[config.mk]
export PLATFORM = sky130hd
export DESIGN_NAME = mdio_controller
export DESIGN_NICKNAME = d
export VERILOG_FILES = /design/src/rtl/mdio_controller.sv
export SDC_FILE = /design/constraint.sdc
export NUM_CORES = 1
export LEC_CHECK = 0
export ABC_AREA = 1
export CAP_MARGIN = 30
export CORE_ASPECT_RATIO = 1.25
export CORE_MARGIN = 1
export CORE_UTILIZATION = 52
export DETAILED_ROUTE_END_ITERATION = 8
export PLACE_DENSITY = 0.77
export SYNTH_ARGS = -nofsm -noshare
export SYNTH_HDL_FRONTEND = slang
export SYNTH_SLANG_ARGS = --single-unit
[constraint.sdc]
create_clock -name clk -period 2.8 [get_ports clk]
set_input_delay 0.42 -clock clk [delete_from_list [all_inputs] [get_ports clk]]
set_output_delay 0.42 -clock clk [all_outputs]
set_load 0.05 [all_outputs]
[src/rtl/mdio_controller.sv]
`default_nettype none
// ======================================================================
// mdio_controller : Clause 22 MDIO management master (STA side)
// Rev 1.0 - initial release
// ======================================================================
module mdio_controller #(
  parameter int MDC_HALF    = 1,
  parameter bit PREAMBLE_EN = 1'b0
) (
  input  logic        clk,
  input  logic        reset,
  input  logic        mdio_start,
  input  logic [31:0] t_data,
  input  logic        mdio_in,
  output logic        mdc,
  output logic        mdio_out,
  output logic        mdio_oe,
  output logic        busy,
  output logic [15:0] rd_data,
  output logic        data_rdy
);

  localparam int            HW       = (MDC_HALF > 1) ? $clog2(MDC_HALF) : 1;
  localparam logic [HW-1:0] HALF_MAX = HW'(MDC_HALF - 1);

  typedef enum logic [2:0] {
    IDLE, PREAMBLE, SHIFT_OUT, TURNAROUND, SHIFT_IN, DONE
  } state_t;

  state_t        state_q;
  logic [HW-1:0] half_cnt_q;
  logic [4:0]    bit_cnt_q;
  logic [31:0]   shift_out_q;
  logic [15:0]   shift_in_q;
  logic [15:0]   rd_data_q;
  logic          is_read_q;
  logic          mdc_q;
  logic          mdio_out_q;
  logic          mdio_oe_q;
  logic          busy_q;
  logic          data_rdy_q;

  logic half_end;
  logic out_last;

  assign half_end = (half_cnt_q == HALF_MAX);
  // Reads only drive ST/OP/PHYAD/REGAD (14 bits) before handing the line over.
  assign out_last = is_read_q ? (bit_cnt_q == 5'd13) : (bit_cnt_q == 5'd31);

  always_ff @(posedge clk) begin
    if (reset) begin
      state_q     <= IDLE;
      half_cnt_q  <= '0;
      bit_cnt_q   <= '0;
      shift_out_q <= '0;
      shift_in_q  <= '0;
      rd_data_q   <= '0;
      is_read_q   <= 1'b0;
      mdc_q       <= 1'b0;
      mdio_out_q  <= 1'b0;
      mdio_oe_q   <= 1'b0;
      busy_q      <= 1'b0;
      data_rdy_q  <= 1'b0;
    end else begin
      data_rdy_q <= 1'b0;
      if (state_q == IDLE) begin
        mdc_q      <= 1'b0;
        mdio_oe_q  <= 1'b0;
        mdio_out_q <= 1'b0;
        half_cnt_q <= '0;
        bit_cnt_q  <= '0;
        if (mdio_start) begin
          busy_q    <= 1'b1;
          mdio_oe_q <= 1'b1;
          is_read_q <= (t_data[29:28] == 2'b10);
          if (PREAMBLE_EN) begin
            state_q     <= PREAMBLE;
            mdio_out_q  <= 1'b1;
            shift_out_q <= t_data;
          end else begin
            state_q     <= SHIFT_OUT;
            mdio_out_q  <= t_data[31];
            shift_out_q <= {t_data[30:0], 1'b0};
          end
        end
      end else if (state_q == DONE) begin
        state_q <= IDLE;
      end else if (!half_end) begin
        half_cnt_q <= half_cnt_q + 1'b1;
      end else begin
        half_cnt_q <= '0;
        mdc_q      <= !mdc_q;
        if (!mdc_q) begin
          // Rising MDC: the peripheral's bit is captured here.
          if (state_q == SHIFT_IN) shift_in_q <= {shift_in_q[14:0], mdio_in};
        end else begin
          // Falling MDC closes a bit period; the next bit is presented now.
          bit_cnt_q <= bit_cnt_q + 1'b1;
          case (state_q)
            PREAMBLE: begin
              if (bit_cnt_q == 5'd31) begin
                state_q     <= SHIFT_OUT;
                bit_cnt_q   <= '0;
                mdio_out_q  <= shift_out_q[31];
                shift_out_q <= {shift_out_q[30:0], 1'b0};
              end
            end
            SHIFT_OUT: begin
              if (out_last) begin
                bit_cnt_q  <= '0;
                mdio_oe_q  <= 1'b0;
                mdio_out_q <= 1'b0;
                if (is_read_q) begin
                  state_q <= TURNAROUND;
                end else begin
                  state_q <= DONE;
                  busy_q  <= 1'b0;
                end
              end else begin
                mdio_out_q  <= shift_out_q[31];
                shift_out_q <= {shift_out_q[30:0], 1'b0};
              end
            end
            TURNAROUND: begin
              if (bit_cnt_q == 5'd1) begin
                state_q   <= SHIFT_IN;
                bit_cnt_q <= '0;
              end
            end
            SHIFT_IN: begin
              if (bit_cnt_q == 5'd15) begin
                state_q    <= DONE;
                busy_q     <= 1'b0;
                rd_data_q  <= shift_in_q;
                data_rdy_q <= 1'b1;
              end
            end
            default: state_q <= IDLE;
          endcase
        end
      end
    end
  end

  assign mdc      = mdc_q;
  assign mdio_out = mdio_out_q;
  assign mdio_oe  = mdio_oe_q;
  assign busy     = busy_q;
  assign rd_data  = rd_data_q;
  assign data_rdy = data_rdy_q;

endmodule
`default_nettype wire
==> impl.org <==
** Clock network
- Hold_buf cts :: 0
- The H-tree was split into 3 levels.
- CTS root buf :: sky130_fd_sc_hd__clkbuf_8
- For the worst-skew pair, the clock arrives at the later sink with an insertion delay of 0.36 ns.
- In this run the post-CTS setup repair buffer count came out at 0.
- After clock tree synthesis, the clock-pin slew on the worst setup and hold paths is 0.09 ns.
- Counting every sink on the clock net gives 77.
- Counting the buffers created by CTS gives 9.
- Maximum clock insertion buffer count :: 2
- Cts repair resizes :: 0
- Clock tree from TritonCTS :: done

** Logic synthesis
- Most frequently used flop master after synthesis :: sky130_fd_sc_hd__dfxtp_1
- Multiplexer area fraction after synthesis :: 0%
- Number of synthesized flops with an enable pin :: 0
- Most used standard cells in the synthesized netlist :: sky130_fd_sc_hd__nand2_1 (166), sky130_fd_sc_hd__dfxtp_1 (77), sky130_fd_sc_hd__a21oi_1 (72), sky130_fd_sc_hd__nor2_1 (57), sky130_fd_sc_hd__inv_1 (33)
- By area the synthesized netlist is led by sky130_fd_sc_hd__dfxtp_1 (41%), sky130_fd_sc_hd__nand2_1 (17%), sky130_fd_sc_hd__a21oi_1 (9.6%), sky130_fd_sc_hd__nand3b_1 (6.0%), sky130_fd_sc_hd__nor2_1 (5.7%).
- Most frequent cell after synthesis :: sky130_fd_sc_hd__nand2_1
- The synthesized netlist occupies a cell area of 3740 µm².
- Flip-flop and latch count after synthesis :: 77
- The average instance in the mapped netlist occupies 6.86 µm².
- For this run, asynchronously set or reset flops after synthesis account for 0%.
- Number of distinct standard cells referenced by the synthesized netlist :: 27
- Proportion of synthesized chip area in sequential cells :: 41.2%
- After Yosys synthesis, XOR and XNOR cells account for 0.702% of the synthesized area.
- Synth Area in Simple Gates :: 35.2%
- Of the total synthesized cell area, the portion taken by full adders, half adders and majority gates is 1.34%.
- Complex-gate fraction of the synthesized area :: 12.6%
- Largest area contributor in the netlist :: sky130_fd_sc_hd__dfxtp_1
- Synthesis produced a netlist whose cell count is 545.
- After synthesis, the largest family of logic cells by area is simple AND/OR/NAND/NOR gates.
- Synth warn :: 0
- The number of nets in the synthesized netlist is 585.
- The synthesized design devotes to its leading area cell type 41.2% of total area.

** Critical path
- Measured in cells, the most critical reg-to-reg path has a length of 12.
- Among all stages on the critical path, the largest delay is contributed by sky130_fd_sc_hd__clkdlybuf4s50_1.
- Worst endpoint data arrival time :: 1.63 ns
- The worst setup path is captured at a primary output.
- In this run the worst setup path begins at mdc.
- Along the worst path, the maximum fanout reaches 6.
- In this run the critical register-to-register path is captured at shift_out_q[31].
- Longest individual stage delay on the worst path :: 0.84 ns
- Buffers and inverters on the worst path :: 1
- Critical path cell sequence :: clkdlybuf4s50_1
- Category of the worst setup path launch point :: register
- For flop-to-flop paths, the worst setup slack is 0.81 ns.
- Top delay family on crit path :: buffers and inverters
- Launching point of the worst reg2reg path :: bit_cnt_q[0]
- The worst setup path is of the reg -> out kind.
- For the worst setup path, the data required time is 2.38 ns.

** STA
- Unrepaired setup endpoints after global routing :: no
- Setup violations remaining at the end of the flow were counted as 0.
- Number of hold violations in the final report :: 0
- Hold is met by 0.450 ns.
- At the pin with the least slew margin, the transition time is 0.564 ns.
- The clock arrives with 0.0113 ns of skew.
- Final number of max-transition violations :: 0
- The smallest clock period supported by the final layout is computed as 2.05 ns.
- Worst rel slew slack :: 62.4%
- For the final routed database, the setup TNS stands at 0 ns.
- Achievable frequency :: 488 MHz
- After layout, the worst path uses 73.3% of the clock period.

** GRT
- Global-route wire length before repair :: 13,400 µm
- Via count of the first global-routing pass :: 3,106
- Overall overflow remaining after global route :: 0
- Pin count of the biggest net entering global routing :: 63
- The initial antenna violation count came to 0.
- Overall track demand over capacity in global routing :: 21.9%

** Place
- GP Congestion :: 0.894
- In this run the tool buffered the top-level ports with 56 buffer cells.
- The wire-length estimate of the detail-placed layout is 5050 µm.

** Power and ir drop
- Reported leakage power :: 1.85 nW
- Maximum VDD drop :: 0.725 mV
- For this design the ratio of total power to cell area is 890 nW/µm².

** Finish
- In the final layout, flip-flops and latches occupy 1540 µm².
- Relative to the synthesized area, the layout overhead comes to 20.1%.
- At the end of the flow, the number of nets in the layout was 626.
- Cells with a size suffix above 1 make up 6.09% of the layout.
- Fill count :: 664
- Antenna diode count :: 0
- Summing all multi-input logic gate instances after layout gives 1870 µm².

** Min path
- Worst hold stages :: 2
- Startpoint of the lowest-slack hold path :: rd_data[4]
- The path with the worst hold slack has its endpoint at rd_data[4].
- The min-delay analysis places its worst path in the category reg -> reg.

** Floorplan
- From bottom edge to top edge, the die measures 96.8 µm.
- The initial utilization of the core area, before any placement, comes to 53.6%.
- Standard-cell row count :: 34
- Overall die area :: 7540 µm²
- The die is 77.9 µm wide.
- Total I/O pin count :: 57
- In this run the standard cell core region covers 6980 µm².

** Drt
- Total wirelength of the detailed-routed design :: 7760 µm
- WL per Instance :: 11.4 µm
- After the first detailed-routing iteration, the DRC count stood at 205.
- Count of vias placed by the detailed router :: 3,453
- Antenna Nets Post-Route :: 0
- Using the TritonRoute via totals, the vias-per-cell ratio works out to 5.07.
- Detailed Routing Iterations Pass 1 :: 5
- Remaining DRCs :: 0

** Job
- The tool flagged a number of max-cap violations equal to 0.

** Outcome
- The flow ran to the end, and the final reports show no timing, DRC or antenna violations.
## layout by cell type (no fill, tap or decap)
cell type,instances
sky130_fd_sc_hd__inv_1,33
sky130_fd_sc_hd__o22ai_1,1
sky130_fd_sc_hd__buf_4,6
sky130_fd_sc_hd__xor2_1,3
sky130_fd_sc_hd__clkdlybuf4s50_1,56
sky130_fd_sc_hd__nor2_1,57
sky130_fd_sc_hd__dfxtp_1,77
sky130_fd_sc_hd__nor2_2,1
sky130_fd_sc_hd__nor2_8,1
sky130_fd_sc_hd__nor2_4,1
sky130_fd_sc_hd__a21oi_1,72
sky130_fd_sc_hd__nand3b_1,30
sky130_fd_sc_hd__o21ai_1,9
sky130_fd_sc_hd__clkinv_1,1
sky130_fd_sc_hd__nand2_1,165
sky130_fd_sc_hd__clkbuf_8,9
sky130_fd_sc_hd__ha_1,4
sky130_fd_sc_hd__nor3_1,2
sky130_fd_sc_hd__o21ai_0,12
sky130_fd_sc_hd__clkinvlp_4,2
sky130_fd_sc_hd__inv_2,3
sky130_fd_sc_hd__nor3_2,1
sky130_fd_sc_hd__nand2_2,5
sky130_fd_sc_hd__clkinv_8,1
sky130_fd_sc_hd__nand3_1,29
sky130_fd_sc_hd__buf_12,2
sky130_fd_sc_hd__nand4_1,3
sky130_fd_sc_hd__inv_6,3
sky130_fd_sc_hd__clkinv_4,1
sky130_fd_sc_hd__and2_1,1
## worst min-delay path: stages, from the launching register on
cell	delay, ns
sky130_fd_sc_hd__dfxtp_1	0.32
sky130_fd_sc_hd__inv_1	0.05
sky130_fd_sc_hd__a21oi_1	0.05
## how the worst max path moves through the flow
stage,to,slack (ns),cells after the start
floorplan,shift_out_q[3],1.05,8
global placement,shift_in_q[12],0.88,6
detailed placement,shift_out_q[29],0.84,12
CTS,mdc,0.73,1
global route,shift_out_q[15],0.56,12
finish,mdc,0.75,1
## stage by stage
| stage | power, mW | setup WS, ns | util [%] | area (µm²) | instances |
|---|---|---|---|---|---|
| 6_report | 4.00 | 0.749 | 64.4 | 4490 | 681 |
| 5_1_grt | 4.34 | 0.562 | 64.4 | 4490 | 681 |
| 4_1_cts | 4.03 | 0.734 | 64.4 | 4490 | 681 |
| 3_5_place_dp | 3.22 | 0.836 | 61.7 | 4300 | 665 |
| 3_3_place_gp | 3.18 | 0.883 | 61.7 | 4300 | 665 |
| 2_1_floorplan | 2.97 | 1.05 | - | 3740 | 545 |
## power breakdown
group	internal (mW)	switching, mW	total, mW	leakage, nW
logic	0.693	1.10	1.80	1.14
clock network	0.339	0.448	0.787	0.0896
registers	1.29	0.126	1.41	0.628
total	2.32	1.68	4.00	1.85
## final cells by class
type                            instances  area share, %
Clock buffer                            9           2.76
Clock inverter                          7           1.48
Inverter                               37           3.09
Multi-Input combinational cell        397           41.5
Sequential cell                        77           34.3
Tap cell                               90           2.51
Timing Repair Buffer                   64           14.4
## metal layers
metal	vias up	global-route usage, %	share of wire [%]
met1	1544	26.9	46
met5	-	0	0
met4	0	8.71	1.5
li1	1826	-	-
met2	74	37.2	48
met3	9	4.06	4.0
## logic make-up (layout without fill, tap and decap cells)
| kind of cell | count (synthesis) | in the layout |
|---|---|---|
| AO/OA/AOI/OAI | 94 | 94 |
| buffers and inverters | 71 | 117 |
| XOR/XNOR | 3 | 3 |
| AND/OR/NAND/NOR | 296 | 296 |
| adder cells (fa/ha/maj) | 4 | 4 |
| flip-flops | 77 | 77 |
## flip-flops by register name, summed over array words and instances (netlist names)
signal       flops
bit_cnt_q        5
busy             1
data_rdy         1
is_read_q        1
mdc              1
mdio_oe          1
mdio_out         1
rd_data         16
shift_in_q      16
shift_out_q     31
state_q          3
Power figures use the tool's default switching activity.
==> edit 1: new RTL, same settings <==
Set the parameter `PREAMBLE_EN` to 1'b1 (it was 1'b0).
--- a/src/rtl/mdio_controller.sv
+++ b/src/rtl/mdio_controller.sv
@@ -7,3 +7,3 @@
   parameter int MDC_HALF    = 1,
-  parameter bit PREAMBLE_EN = 1'b0
+  parameter bit PREAMBLE_EN = 1'b1
 ) (
Formal check against the unedited RTL: not equivalent (a bounded check fails within 4 cycles, from zero or initial values and one cycle with reset high).
==> edit 1 against the unedited design <==
Power grew 36%; setup slack got worse by 72 ps; wire length rose by 7.4%; sequential power grew 14%; area after synthesis grew 2.1%; global-route usage up 0.84 points; sequential cell count is 1 higher; core utilization up 1.3 points; design area increased by 2.7%; largest cell class unchanged.
==> edit 1: results (changes against the unedited design) <==
Parameter                              Value

Run status
  Status    finished, final reports clean

GRT
  Via count of the first global-routing pass    3,319 (+6.9%)
  Wire length of the first global-routing pass    14,080 µm (+5.3%)
  Global routing usage on met2    41.87% (+4.7 points)
  Met1 track demand over resource    24.97% (-2.0 points)
  Overall track demand over capacity in global routing    22.71% (+0.84 points)

Routing
  Routed met2 length    4173 µm (+12%)
  Met3 Routed Length    342 µm (+11%)
  Number of vias per cell    5.215 (+2.9%)
  M1 WL    3672 µm (+1.8%)

Cells and area
  Net count of the finished layout    633 (+1.1%)
  # fillers    648 (-2.4%)
  Post-route insts no fill    688 (+1.0%)
  Layout cells sized above 1    7.023% (+0.93 points)

Setup path
  Slowest library cell on the worst path    dfxtp_1
  Capture point of the critical path    shift_out_q[29]$_SDFFE_PP0P_
  Delay-heaviest family, CP    simple AND/OR/NAND/NOR gates
  Largest fanout on the critical path    52 (+46)
  Worst path bufs/invs    3 (+2)
  Max incr delay on CP    400 ps (-440 ps)
  Slack of the worst reg-to-reg path    680 ps (-130 ps)
  Arrival time of data at the critical path endpoint    2370 ps (+740 ps)

Synth
  Synth Area per Inst    6.895 µm² (+0.45%)
  Number of unique standard cell types used by synthesis    29 (+7.4%)
  Sequential fraction of the synthesis area    40.88% (-0.33 points)
  Top post-synthesis cells by count    169 x nand2_1, 78 x dfxtp_1, 75 x a21oi_1
  Syn Nets    594 (+1.5%)
  Xor and xnor fraction of the mapped netlist area    0.4586% (-0.24 points)
  Post-synthesis adder-cell area fraction    1.310% (-0.028 points)
  Post-synthesis compound-gate area fraction    12.84% (+0.23 points)

Power
  VDD IR-drop max    0.0006993 V (-3.5%)
  Leakage power total    0.001894 µW (+2.2%)
  Combinational fraction of design power    53.1% (+8.1 points)
  Power share of the sequential group    29.5% (-5.8 points)

Timing
  Final worst clock skew    9.101 ps (-2.178 ps)
  Smallest hold slack    450.2 ps (-0.2290 ps)
  Final cycle utilization of the critical path    75.81% (+2.6 points)
  Slew at the pin closest to its max-slew limit    756.0 ps (+191.8 ps)

Placement
  Final HPWL DP    5410 µm (+7.1%)
  Placement-stage cell area    4383 µm² (+1.8%)
  Inst Count DP    672 (+1.1%)
## edit 1: cell count changes after synthesis, moves of 2 or more
cell      delta
clkbuf_1     +3
inv_1        -3
xnor2_1      +2
xor2_1       -3
or2_2        +2
nand2_1      +3
a21oi_1      +3
buf_1        -3
nand2_2      +3
nor2_1       -3
## edit 1: kinds of logic after synthesis
| family | Yosys count |
|---|---|
| AOI/OAI and AO/OA | 97 |
| xor gates and xnor gates | 2 |
| adders and majority gates | 4 |
| buffers and inverters | 71 |
| DFF | 78 |
| and+or+nand+nor | 302 |
## edit 1: area by class of cell
type / count / area, µm² / area share [%]
Multi-Input combinational cell: 405 / 1919 / 41.59
Sequential cell: 78 / 1562 / 33.84
Timing Repair Buffer: 64 / 658.1 / 14.26
Clock buffer: 10 / 137.6 / 2.983
Inverter: 35 / 131.4 / 2.847
Tap cell: 90 / 112.6 / 2.440
Clock inverter: 6 / 93.84 / 2.034
==> edit 2: new RTL, same flow settings <==
Without the edit above. Reset style: asynchronous (`reset`), changed in one clocked block.
--- a/src/rtl/mdio_controller.sv
+++ b/src/rtl/mdio_controller.sv
@@ -49,3 +49,3 @@
 
-  always_ff @(posedge clk) begin
+  always_ff @(posedge clk or posedge reset) begin
     if (reset) begin
Behaviour: differs if reset is asserted again (counterexample within 4 cycles, from zero or initial values and one cycle with reset high); with reset held inactive, the same outputs for 4 cycles.
==> edit 2 against the unedited design <==
Combinational power up 14%; final cell count fell by 7.2%; clock power increased by 9.3%; sequential cell count stayed put; sequential power is 24% higher; via count shrank 7.6%; highest routed layer unchanged; setup slack got worse by 11 ps; wire length shrank 6.1%; largest power group unchanged; power rose by 17%; design area increased by 1.7%; first-iteration DRC count decreased by 34%; register-to-register slack lost 70 ps; critical path type is now reg2reg; area after synthesis up 1.1%.
==> edit 2: results (changes against the unedited design) <==
Parameter                              Value

Cells and area
  # fillers    616 (-7.2%)
  Layout cells sized above 1    6.642% (+0.55 points)
  Final clock-cell share    4.545% (+0.31 points)
  Layout clock buffers    10 (+1)
  Multi-Input Combinational    353 (-11%)
  Logic inverters    32 (-14%)
  Fraction of area in multi-input gates    34.34% (-7.2 points)
  Sequential cell area share    42.17% (+7.9 points)
  Number of ordinary and repair buffers in the finished layout    64 (unchanged)
  Proportion of final cell area spent on non-clock buffers    13.86% (-0.51 points)

Setup path
  Worst-case reg-to-reg path depth    11 (-1)
  Slowest library cell on the worst path    dfrtp_1
  Startpoint of the lowest-slack register-to-register path    bit_cnt_q[0]$_DFFE_PP0N_
  Max incr delay on CP    410 ps (-430 ps)
  Delay-heaviest family, CP    simple AND/OR/NAND/NOR gates
  Worst reg2reg path endpoint    shift_out_q[29]$_DFFE_PP0P_
  Slack of the worst reg-to-reg path    740 ps (-70 ps)
  Largest fanout on the critical path    31 (+25)

Timing
  Smallest hold slack    477.4 ps (+26.91 ps)
  Final worst clock skew    10.45 ps (-0.8318 ps)
  Slew at the pin closest to its max-slew limit    825.0 ps (+260.9 ps)

GRT
  Largest net degree at the start of global routing    40 (-37%)
  Met1 track demand over resource    26.65% (-0.30 points)
  Via count of the first global-routing pass    3,092 (-0.45%)
  Overall track demand over capacity in global routing    21.10% (-0.77 points)
  Met3 usage    2.629% (-1.4 points)
  Global routing usage on met2    36.03% (-1.1 points)
  Wire length of the first global-routing pass    12,870 µm (-3.7%)

Synth
  Most used flip-flop cell after synthesis    dfrtp_1
  Proportion of register bits with asynchronous set or reset after synthesis    100.0% (+100 points)
  Top post-synthesis cells by count    230 x nand2_1, 77 x dfrtp_1, 41 x nand3_1
  Number of instances in the synthesized netlist    486 (-11%)
  Post-synthesis compound-gate area fraction    6.085% (-6.5 points)
  Xor and xnor fraction of the mapped netlist area    0.4630% (-0.24 points)
  Post-synthesis adder-cell area fraction    1.323% (-0.015 points)
  Sequential fraction of the synthesis area    50.93% (+9.7 points)
  Number of unique standard cell types used by synthesis    26 (-3.7%)
  Syn Nets    526 (-10%)

Routing
  M1 WL    3349 µm (-7.1%)
  Initial drt markers    136 (-34%)
  Number of vias per cell    5.046 (-0.49%)
  Met3 Routed Length    290 µm (-5.8%)
  Routed Wire Length    7289 µm (-6.1%)
  Average wire per standard cell    11.53 µm (+1.2%)
  TritonRoute pass-1 iters    4 (-1)

Placement
  Final HPWL DP    5003 µm (-0.93%)
  Routability congestion estimate    0.8592 (-3.9%)
  Inst Count DP    616 (-7.4%)

Power
  VDD IR-drop max    0.0005095 V (-30%)
  Sequential Power    1750 µW (+24%)
  Cell internal pwr    2629 µW (+13%)
  Leakage power total    0.002360 µW (+27%)
  Clock network power    860 µW (+9.3%)

Run status
  Status    finished, final reports clean

Worst hold path
  Startpoint of the most critical hold path    shift_out_q[17]$_DFFE_PP0P_
  Hold worst-path end    shift_out_q[17]$_DFFE_PP0P_
[edit 2: cell count changes after synthesis, sizes merged, moves of 2 or more]
cell    unedited run  this run
nor2              60        25
a21oi             72        11
o21a               0         8
a31oi              0         2
o21ai             21        19
dfrtp              0        77
clkbuf            11         2
xor2               3         1
nand2            170       234
dfxtp             77         0
inv               36        32
nand3b            30         1
nand3             29        42
[edit 2: stage by stage]
step / setup WS [ps] / power (µW) / cell area (µm²)
2_1_floorplan: 413.3 / 3492 / 3784
3_3_place_gp: 828.8 / 3758 / 4362
3_5_place_dp: 748.1 / 3834 / 4362
4_1_cts: 727.2 / 4697 / 4569
5_1_grt: 536.3 / 5093 / 4569
6_report: 737.6 / 4661 / 4569
[edit 2: how the worst max path moves through the flow]
stage                             start                          end  slack (ps)  depth (start not counted)
2_1_floorplan                     reset     bit_cnt_q[0]$_DFFE_PP0N_         410                          1
3_3_place_gp   bit_cnt_q[0]$_DFFE_PP0N_  shift_out_q[27]$_DFFE_PP0P_         830                         11
3_5_place_dp   bit_cnt_q[0]$_DFFE_PP0N_  shift_out_q[28]$_DFFE_PP0P_         750                         11
4_1_cts        bit_cnt_q[0]$_DFFE_PP0N_  shift_out_q[28]$_DFFE_PP0P_         730                         11
5_1_grt        bit_cnt_q[0]$_DFFE_PP0N_   shift_out_q[8]$_DFFE_PP0P_         540                         11
6_report       bit_cnt_q[0]$_DFFE_PP0N_  shift_out_q[29]$_DFFE_PP0P_         740                         11
[edit 2: kinds of logic (layout without fill, tap and decap cells)]
family	count (synthesis)	in the layout
and+or+nand+nor	306	306
DFF	77	77
buffers and inverters	56	112
AOI/OAI and AO/OA	41	41
adders and majority gates	4	4
xor gates and xnor gates	2	2
